[src/rtl/bottle_filler_if.sv]
`default_nettype none
// ============================================================================
// Module   : bottle_filler_if
// Desc     : Control, capacity and bottle-count signals of the pill filler
// Revision : 1.0
// ============================================================================
interface bottle_filler_if;
  logic       EN_work;
  logic       EN_set;
  logic       set;
  logic       start;
  logic       pill;
  logic       bottle_ready;
  logic [3:0] maxL;
  logic [3:0] maxH;
  logic [3:0] nowL;
  logic [3:0] nowH;
  logic       isWork;
  logic       bottle_done;
  logic       req_bottle;
  logic       err;

  // master: the filler itself; slave: controller, conveyor and downstream counter
  modport master (
    input  EN_work, EN_set, set, start, pill, bottle_ready, maxL, maxH,
    output nowL, nowH, isWork, bottle_done, req_bottle, err
  );

  modport slave (
    output EN_work, EN_set, set, start, pill, bottle_ready, maxL, maxH,
    input  nowL, nowH, isWork, bottle_done, req_bottle, err
  );
endinterface
`default_nettype wire

[src/rtl/bottle_filler.sv]
`default_nettype none
// ============================================================================
// Module   : bottle_filler
// Desc     : BCD pill counter per bottle with capacity compare and bottle swap
// Revision : 1.0
// ============================================================================
module bottle_filler #(
  parameter int SWAP_CYCLES = 4
) (
  input wire              CLK,
  input wire              RST_n,
  bottle_filler_if.master bus
);
  localparam logic [3:0] c_SWAP_MAX = 4'(SWAP_CYCLES);

  typedef enum logic [2:0] {
    S_IDLE = 3'd0,
    S_WAIT = 3'd1,
    S_FILL = 3'd2,
    S_FULL = 3'd3,
    S_SWAP = 3'd4
  } state_t;

  state_t     r_state, w_state;
  logic [7:0] r_cap, w_cap;
  logic [3:0] r_now_l, w_now_l;
  logic [3:0] r_now_h, w_now_h;
  logic [3:0] r_swap_cnt, w_swap_cnt;
  logic       r_is_work, w_is_work;
  logic       r_done, w_done;
  logic       r_req, w_req;
  logic       r_err, w_err;
  logic       r_pill_q, w_pill_q;

  logic       w_clear;
  logic       w_pill_edge;
  logic       w_cap_ok;
  logic [3:0] w_inc_l, w_inc_h;
  logic [3:0] w_swap_inc;

  assign w_clear     = bus.EN_set & bus.set;
  assign w_pill_edge = bus.pill & ~r_pill_q;
  assign w_cap_ok    = (bus.maxH <= 4'd9) && (bus.maxL <= 4'd9) &&
                       ({bus.maxH, bus.maxL} != 8'h00);
  assign w_inc_l     = (r_now_l == 4'd9) ? 4'd0 : r_now_l + 4'd1;
  assign w_inc_h     = (r_now_l == 4'd9) ? r_now_h + 4'd1 : r_now_h;
  assign w_swap_inc  = (r_swap_cnt == c_SWAP_MAX) ? r_swap_cnt : r_swap_cnt + 4'd1;

  always_ff @(posedge CLK or negedge RST_n) begin
    if (!RST_n) begin
      r_state    <= S_IDLE;
      r_cap      <= 8'h00;
      r_now_l    <= 4'd0;
      r_now_h    <= 4'd0;
      r_swap_cnt <= 4'd0;
      r_is_work  <= 1'b0;
      r_done     <= 1'b0;
      r_req      <= 1'b0;
      r_err      <= 1'b0;
      r_pill_q   <= 1'b0;
    end else begin
      r_state    <= w_state;
      r_cap      <= w_cap;
      r_now_l    <= w_now_l;
      r_now_h    <= w_now_h;
      r_swap_cnt <= w_swap_cnt;
      r_is_work  <= w_is_work;
      r_done     <= w_done;
      r_req      <= w_req;
      r_err      <= w_err;
      r_pill_q   <= w_pill_q;
    end
  end

  always_comb begin
    w_state    = r_state;
    w_cap      = r_cap;
    w_now_l    = r_now_l;
    w_now_h    = r_now_h;
    w_swap_cnt = r_swap_cnt;
    w_is_work  = r_is_work;
    w_done     = r_done;
    w_req      = r_req;
    w_err      = r_err;
    w_pill_q   = bus.pill;

    if (w_clear) begin
      w_state    = S_IDLE;
      w_cap      = 8'h00;
      w_now_l    = 4'd0;
      w_now_h    = 4'd0;
      w_swap_cnt = 4'd0;
      w_is_work  = 1'b0;
      w_done     = 1'b0;
      w_req      = 1'b0;
      w_err      = 1'b0;
      w_pill_q   = 1'b0;
    end else if (!bus.EN_work) begin
      w_is_work = 1'b0;
      w_done    = 1'b0;
    end else begin
      case (r_state)
        S_IDLE: begin
          w_is_work = 1'b0;
          w_done    = 1'b0;
          w_req     = 1'b0;
          if (bus.start) begin
            w_cap = {bus.maxH, bus.maxL};
            if (w_cap_ok) begin
              w_state = S_WAIT;
              w_req   = 1'b1;
            end else begin
              w_err = 1'b1;
            end
          end
        end
        S_WAIT: begin
          w_is_work = 1'b0;
          w_done    = 1'b0;
          w_req     = 1'b1;
          if (bus.bottle_ready) begin
            w_state   = S_FILL;
            w_now_l   = 4'd0;
            w_now_h   = 4'd0;
            w_req     = 1'b0;
            w_is_work = 1'b1;
          end
        end
        S_FILL: begin
          w_is_work = 1'b1;
          w_done    = 1'b0;
          if (w_pill_edge) begin
            w_now_l = w_inc_l;
            w_now_h = w_inc_h;
            if ({w_inc_h, w_inc_l} == r_cap) begin
              w_state = S_FULL;
              w_done  = 1'b1;
            end
          end
        end
        S_FULL: begin
          w_state    = S_SWAP;
          w_is_work  = 1'b0;
          w_done     = 1'b0;
          w_req      = 1'b1;
          w_swap_cnt = 4'd0;
        end
        S_SWAP: begin
          // counter holds completed SWAP cycles, so SWAP lasts at least SWAP_CYCLES cycles
          w_is_work  = 1'b0;
          w_done     = 1'b0;
          w_swap_cnt = w_swap_inc;
          if ((w_swap_inc == c_SWAP_MAX) && bus.bottle_ready) begin
            w_state   = S_FILL;
            w_now_l   = 4'd0;
            w_now_h   = 4'd0;
            w_req     = 1'b0;
            w_is_work = 1'b1;
          end
        end
        default: begin
          w_state   = S_IDLE;
          w_is_work = 1'b0;
          w_done    = 1'b0;
          w_req     = 1'b0;
        end
      endcase
    end
  end

  assign bus.nowL        = r_now_l;
  assign bus.nowH        = r_now_h;
  assign bus.isWork      = r_is_work;
  assign bus.bottle_done = r_done;
  assign bus.req_bottle  = r_req;
  assign bus.err         = r_err;
endmodule
`default_nettype wire

[src/flat_wrapper.sv]
// flat-port wrapper written by rule: the top's interface ports become plain ports
module bottle_filler_flat 
#(
  parameter int SWAP_CYCLES = 4
)
  (CLK, RST_n, bus_EN_work, bus_EN_set, bus_set, bus_start, bus_pill, bus_bottle_ready, bus_maxL, bus_maxH, bus_nowL, bus_nowH, bus_isWork, bus_bottle_done, bus_req_bottle, bus_err);
  bottle_filler_if bus_i ();
  input wire CLK;
  input wire RST_n;
  input wire logic [$bits(bus_i.EN_work)-1:0] bus_EN_work;
  input wire logic [$bits(bus_i.EN_set)-1:0] bus_EN_set;
  input wire logic [$bits(bus_i.set)-1:0] bus_set;
  input wire logic [$bits(bus_i.start)-1:0] bus_start;
  input wire logic [$bits(bus_i.pill)-1:0] bus_pill;
  input wire logic [$bits(bus_i.bottle_ready)-1:0] bus_bottle_ready;
  input wire logic [$bits(bus_i.maxL)-1:0] bus_maxL;
  input wire logic [$bits(bus_i.maxH)-1:0] bus_maxH;
  output wire logic [$bits(bus_i.nowL)-1:0] bus_nowL;
  output wire logic [$bits(bus_i.nowH)-1:0] bus_nowH;
  output wire logic [$bits(bus_i.isWork)-1:0] bus_isWork;
  output wire logic [$bits(bus_i.bottle_done)-1:0] bus_bottle_done;
  output wire logic [$bits(bus_i.req_bottle)-1:0] bus_req_bottle;
  output wire logic [$bits(bus_i.err)-1:0] bus_err;
  assign bus_i.EN_work = bus_EN_work;
  assign bus_i.EN_set = bus_EN_set;
  assign bus_i.set = bus_set;
  assign bus_i.start = bus_start;
  assign bus_i.pill = bus_pill;
  assign bus_i.bottle_ready = bus_bottle_ready;
  assign bus_i.maxL = bus_maxL;
  assign bus_i.maxH = bus_maxH;
  assign bus_nowL = bus_i.nowL;
  assign bus_nowH = bus_i.nowH;
  assign bus_isWork = bus_i.isWork;
  assign bus_bottle_done = bus_i.bottle_done;
  assign bus_req_bottle = bus_i.req_bottle;
  assign bus_err = bus_i.err;
  bottle_filler #(.SWAP_CYCLES(SWAP_CYCLES)) u_core (.CLK(CLK), .RST_n(RST_n), .bus(bus_i));
endmodule
[config.mk]
export PLATFORM = sky130hd
export DESIGN_NAME = bottle_filler_flat
export DESIGN_NICKNAME = d
export VERILOG_FILES = /design/src/rtl/bottle_filler_if.sv /design/src/rtl/bottle_filler.sv /design/src/flat_wrapper.sv
export SDC_FILE = /design/constraint.sdc
export NUM_CORES = 1
export LEC_CHECK = 0
export CORE_AREA = 2 2 67 69
export CTS_CLUSTER_DIAMETER = 100
export DETAILED_ROUTE_END_ITERATION = 8
export DIE_AREA = 0 0 69 71
export GPL_TIMING_DRIVEN = 0
export REMOVE_ABC_BUFFERS = 1
export SYNTH_ARGS = -nofsm -noshare
export SYNTH_HDL_FRONTEND = slang
export SYNTH_SLANG_ARGS = --single-unit
export TNS_END_PERCENT = 1
[constraint.sdc]
create_clock -name CLK -period 2.5 [get_ports CLK]
set_input_delay 0.5 -clock CLK [delete_from_list [all_inputs] [get_ports CLK]]
set_output_delay 0.5 -clock CLK [all_outputs]
set_load 0.02 [all_outputs]
==> results.sh <==
export IMPL_grt_max_degree=29
export IMPL_async_flop_share_pct=100.0
export IMPL_cap_violations=0
export IMPL_synth_top_cell_area_share_pct=40.61
export IMPL_yosys_register_bits=28
export IMPL_portBuffers=27
export IMPL_fp_dieW_um=69
export IMPL_wl_mm=4.123
export IMPL_syn_area_um2=1725
export IMPL_worstSetupStartpointType="flip-flop"
export IMPL_crit_chain="inv_2, ha_1, o21a_1, o311a_1, nor3_1, o21a_1, nor2_1, a211o_1"
export IMPL_grtUsageTotal_pct=17.94
export IMPL_fin_cells=263
export IMPL_clock_root_buffer="clkbuf_8"
export IMPL_cts_sinks=28
export IMPL_fp_row_count=24
export IMPL_ys_seq_area_share_pct=40.61
export IMPL_path_max_fanout=7
export IMPL_diodes=0
export IMPL_antenna_found_initial=0
export IMPL_firstDrtPassIters=4
export IMPL_hpwl_mm=3.112
export IMPL_cts_hold_buf=0
export IMPL_synth_warnings=0
export IMPL_cts_buffers=3
export IMPL_dominantRegCellSynth="dfrtp_1"
export IMPL_drive_gt1_share_pct=4.739
export IMPL_crit_reg2reg_launch="u_core.r_swap_cnt[0]$_DFFE_PN0P_"
export IMPL_dr_total_vias=1558
export IMPL_fin_skew_ps=2.952
export IMPL_gp_congestion=0.8154
export IMPL_critPathMostFrequentCell="o21a_1"
export IMPL_initial_utilization_pct=41.04
export IMPL_maxSlewHeadroom_pct=39.29
export IMPL_post_place_ws_ps=-55.09
export IMPL_num_nets_final=231
export IMPL_hold_path_class="in2async"
export IMPL_coreArea_um2=4204
export IMPL_post_place_cells=259
export IMPL_rsz0062_at_grt="no"
export IMPL_vias_per_cell=5.924
export IMPL_worst_pin_slew_ps=902.3
export IMPL_syn_inst=188
export IMPL_setup_viol=0
export IMPL_timing_fmax_mhz=433.2
export IMPL_drt_iter0_drc=76
export IMPL_yosys_area_top_type="dfrtp_1"
export IMPL_crit_required_ps=2670
export IMPL_syn_to_final_growth_pct=19.87
export IMPL_yosys_top_cells_area="dfrtp_1, a22o_1, nand2_1, a21oi_1, nor3_1"
export IMPL_cpPeakStageDelay_ps=460
export IMPL_antenna_left=0
export IMPL_die_area_um2=4899
export IMPL_cts_tree="yes"
export IMPL_worstSetupPathType="reg2reg"
export IMPL_p_per_area_nw_per_um2=586.6
export IMPL_grt_pass1_wl_mm=7.189
export IMPL_htreeDepth=1
export IMPL_status="finished, final reports clean"
export IMPL_synth_distinct_cells=48
export IMPL_post_cts_buffers=0
export IMPL_min_period_ps=2309
export IMPL_end_kind="flip-flop"
export IMPL_wire_per_inst_um=15.68
export IMPL_die_h_um=71
export IMPL_syn_area_per_cell_um2=9.178
export IMPL_arrival_ps=2480
export IMPL_synth_edff_count=0
export IMPL_boundaryPins=28
export IMPL_clkLatencyLatePin_ps=270
export IMPL_layout_setup_ws_ps=191.5
export IMPL_power_total_mw=1.213
export IMPL_remaining_drc_errors=0
export IMPL_grt_pass1_vias=1536
export IMPL_p_leak_nw=0.8875
export IMPL_slew_viol_final=0
export IMPL_post_cts_resized=0
export IMPL_crit_path_start="u_core.r_swap_cnt[0]$_DFFE_PN0P_"
export IMPL_clk_transition_reported_paths_ps=100
export IMPL_critPathSlowestCell="dfrtp_1"
export IMPL_fin_crit_sh_pct=92.34
export IMPL_hold_viol=0
export IMPL_cts_path_max_buffers=2
export IMPL_irDropWorstVdd_mv=0.2568
export IMPL_grt_overflow_total=0
==> layout by cell type (no fill, tap or decap), drive strengths merged, types with 2 or more instances in the layout <==
| cell | Yosys | routed |
|---|---|---|
| clkdlybuf4s50 | 0 | 26 |
| ha | 3 | 3 |
| a211o | 2 | 2 |
| xor2 | 5 | 5 |
| a22o | 9 | 9 |
| o21a | 4 | 4 |
| nor2 | 12 | 12 |
| and2 | 2 | 2 |
| a21o | 4 | 4 |
| o31ai | 4 | 4 |
| nand2b | 6 | 6 |
| o21ai | 8 | 8 |
| nor2b | 5 | 5 |
| a21oi | 11 | 11 |
| nor4 | 3 | 3 |
| dfrtp | 28 | 28 |
| and3 | 2 | 2 |
| o41ai | 2 | 2 |
| nand2 | 19 | 19 |
| a32o | 2 | 2 |
| o2111ai | 2 | 2 |
| clkbuf | 5 | 4 |
| or2 | 2 | 2 |
| nor3 | 9 | 9 |
| xnor2 | 5 | 5 |
| nand3 | 6 | 6 |
| inv | 6 | 6 |
| nand4bb | 2 | 2 |
| o22ai | 2 | 2 |
==> critical path: cells and delay by family (launching register included) <==
family                   cells  cell delay [ps]
AO/OA/AOI/OAI                4             1070
flip-flops                   1              460
AND/OR/NAND/NOR              2              370
adder cells (fa/ha/maj)      1              230
buffers and inverters        1               60
==> per-stage QoR <==
stage / setup TNS [ps] / util [%] / hold slack, ps / cell area, um2
final: 0 / 49.20 / 235.3 / 2068
after global routing: 0 / 49.20 / 282.3 / 2068
after CTS: 0 / 49.32 / 528.7 / 2073
after detailed placement: -116.5 / 48.01 / 497.7 / 2018
after global placement: 0 / 48.01 / 499.1 / 2018
after floorplan: 0 / - / 204.4 / 1683
==> layer usage <==
layer	share of wire, %	global-route usage (%)
met3	3.2	2.422
met4	0.63	5.447
met2	52	32.48
met5	0	0
met1	44	22.27
==> Yosys cell counts (3+ instances only) <==
| cell type | number |
|---|---|
| nand2_1 | 19 |
| a21o_1 | 4 |
| o21a_1 | 4 |
| nor2b_1 | 5 |
| nand3_1 | 6 |
| dfrtp_1 | 28 |
| nand2b_1 | 6 |
| nor3_1 | 9 |
| xor2_1 | 5 |
| inv_1 | 5 |
| xnor2_1 | 5 |
| o31ai_1 | 4 |
| ha_1 | 3 |
| a21oi_1 | 11 |
| nor2_1 | 12 |
| o21ai_0 | 8 |
| nor4_1 | 3 |
| a22o_1 | 9 |
| clkbuf_1 | 5 |
==> logic make-up after synthesis <==
kind of cell / synth area share [%]
AOI/OAI and AO/OA: 24.08
xor gates and xnor gates: 5.076
adders and majority gates: 2.176
buffers and inverters: 3.771
DFF: 40.61
muxes: 1.233
and+or+nand+nor: 23.06
==> final cells by class <==
class / count / area [um2]
Fill cell: 393 / 2136
Multi-Input combinational cell: 146 / 959.7
Sequential cell: 28 / 700.7
Timing Repair Buffer: 27 / 265.3
Tap cell: 52 / 65.06
Clock buffer: 4 / 55.05
Inverter: 6 / 22.52
==> power breakdown <==
part           switching (mW)  leakage [nW]  internal [mW]
sequential             0.0679         0.381          0.507
clock                   0.147        0.0288          0.141
combinational           0.185         0.478          0.165
total                   0.400         0.887          0.814
==> sequential cells by signal, summed over array words and instances, names as in the netlist <==
signal                  count
u_core.bus.req_bottle       1
u_core.r_swap_cnt           4
u_core.bus.nowL             4
u_core.bus.isWork           1
u_core.r_pill_q             1
u_core.r_state              3
u_core.bus.nowH             4
u_core.r_cap                8
u_core.bus.bottle_done      1
u_core.bus.err              1
==> worst paths after layout <==
path,to,slack (ps),cells after the start
worst min-delay path,u_core.bus.req_bottle$_DFFE_PN0P_,240,1
worst max-delay path,u_core.bus.nowL[2]$_DFFE_PN0P_,190,8
worst max register to register,u_core.bus.nowL[2]$_DFFE_PN0P_,190,8
worst min register to register,u_core.bus.req_bottle$_DFFE_PN0P_,520,2
min in group CLK,u_core.bus.req_bottle$_DFFE_PN0P_,520,2
max in group asynchronous,u_core.r_cap[1]$_DFFE_PN0P_,1850,1
(Power assumes the default switching activity.)
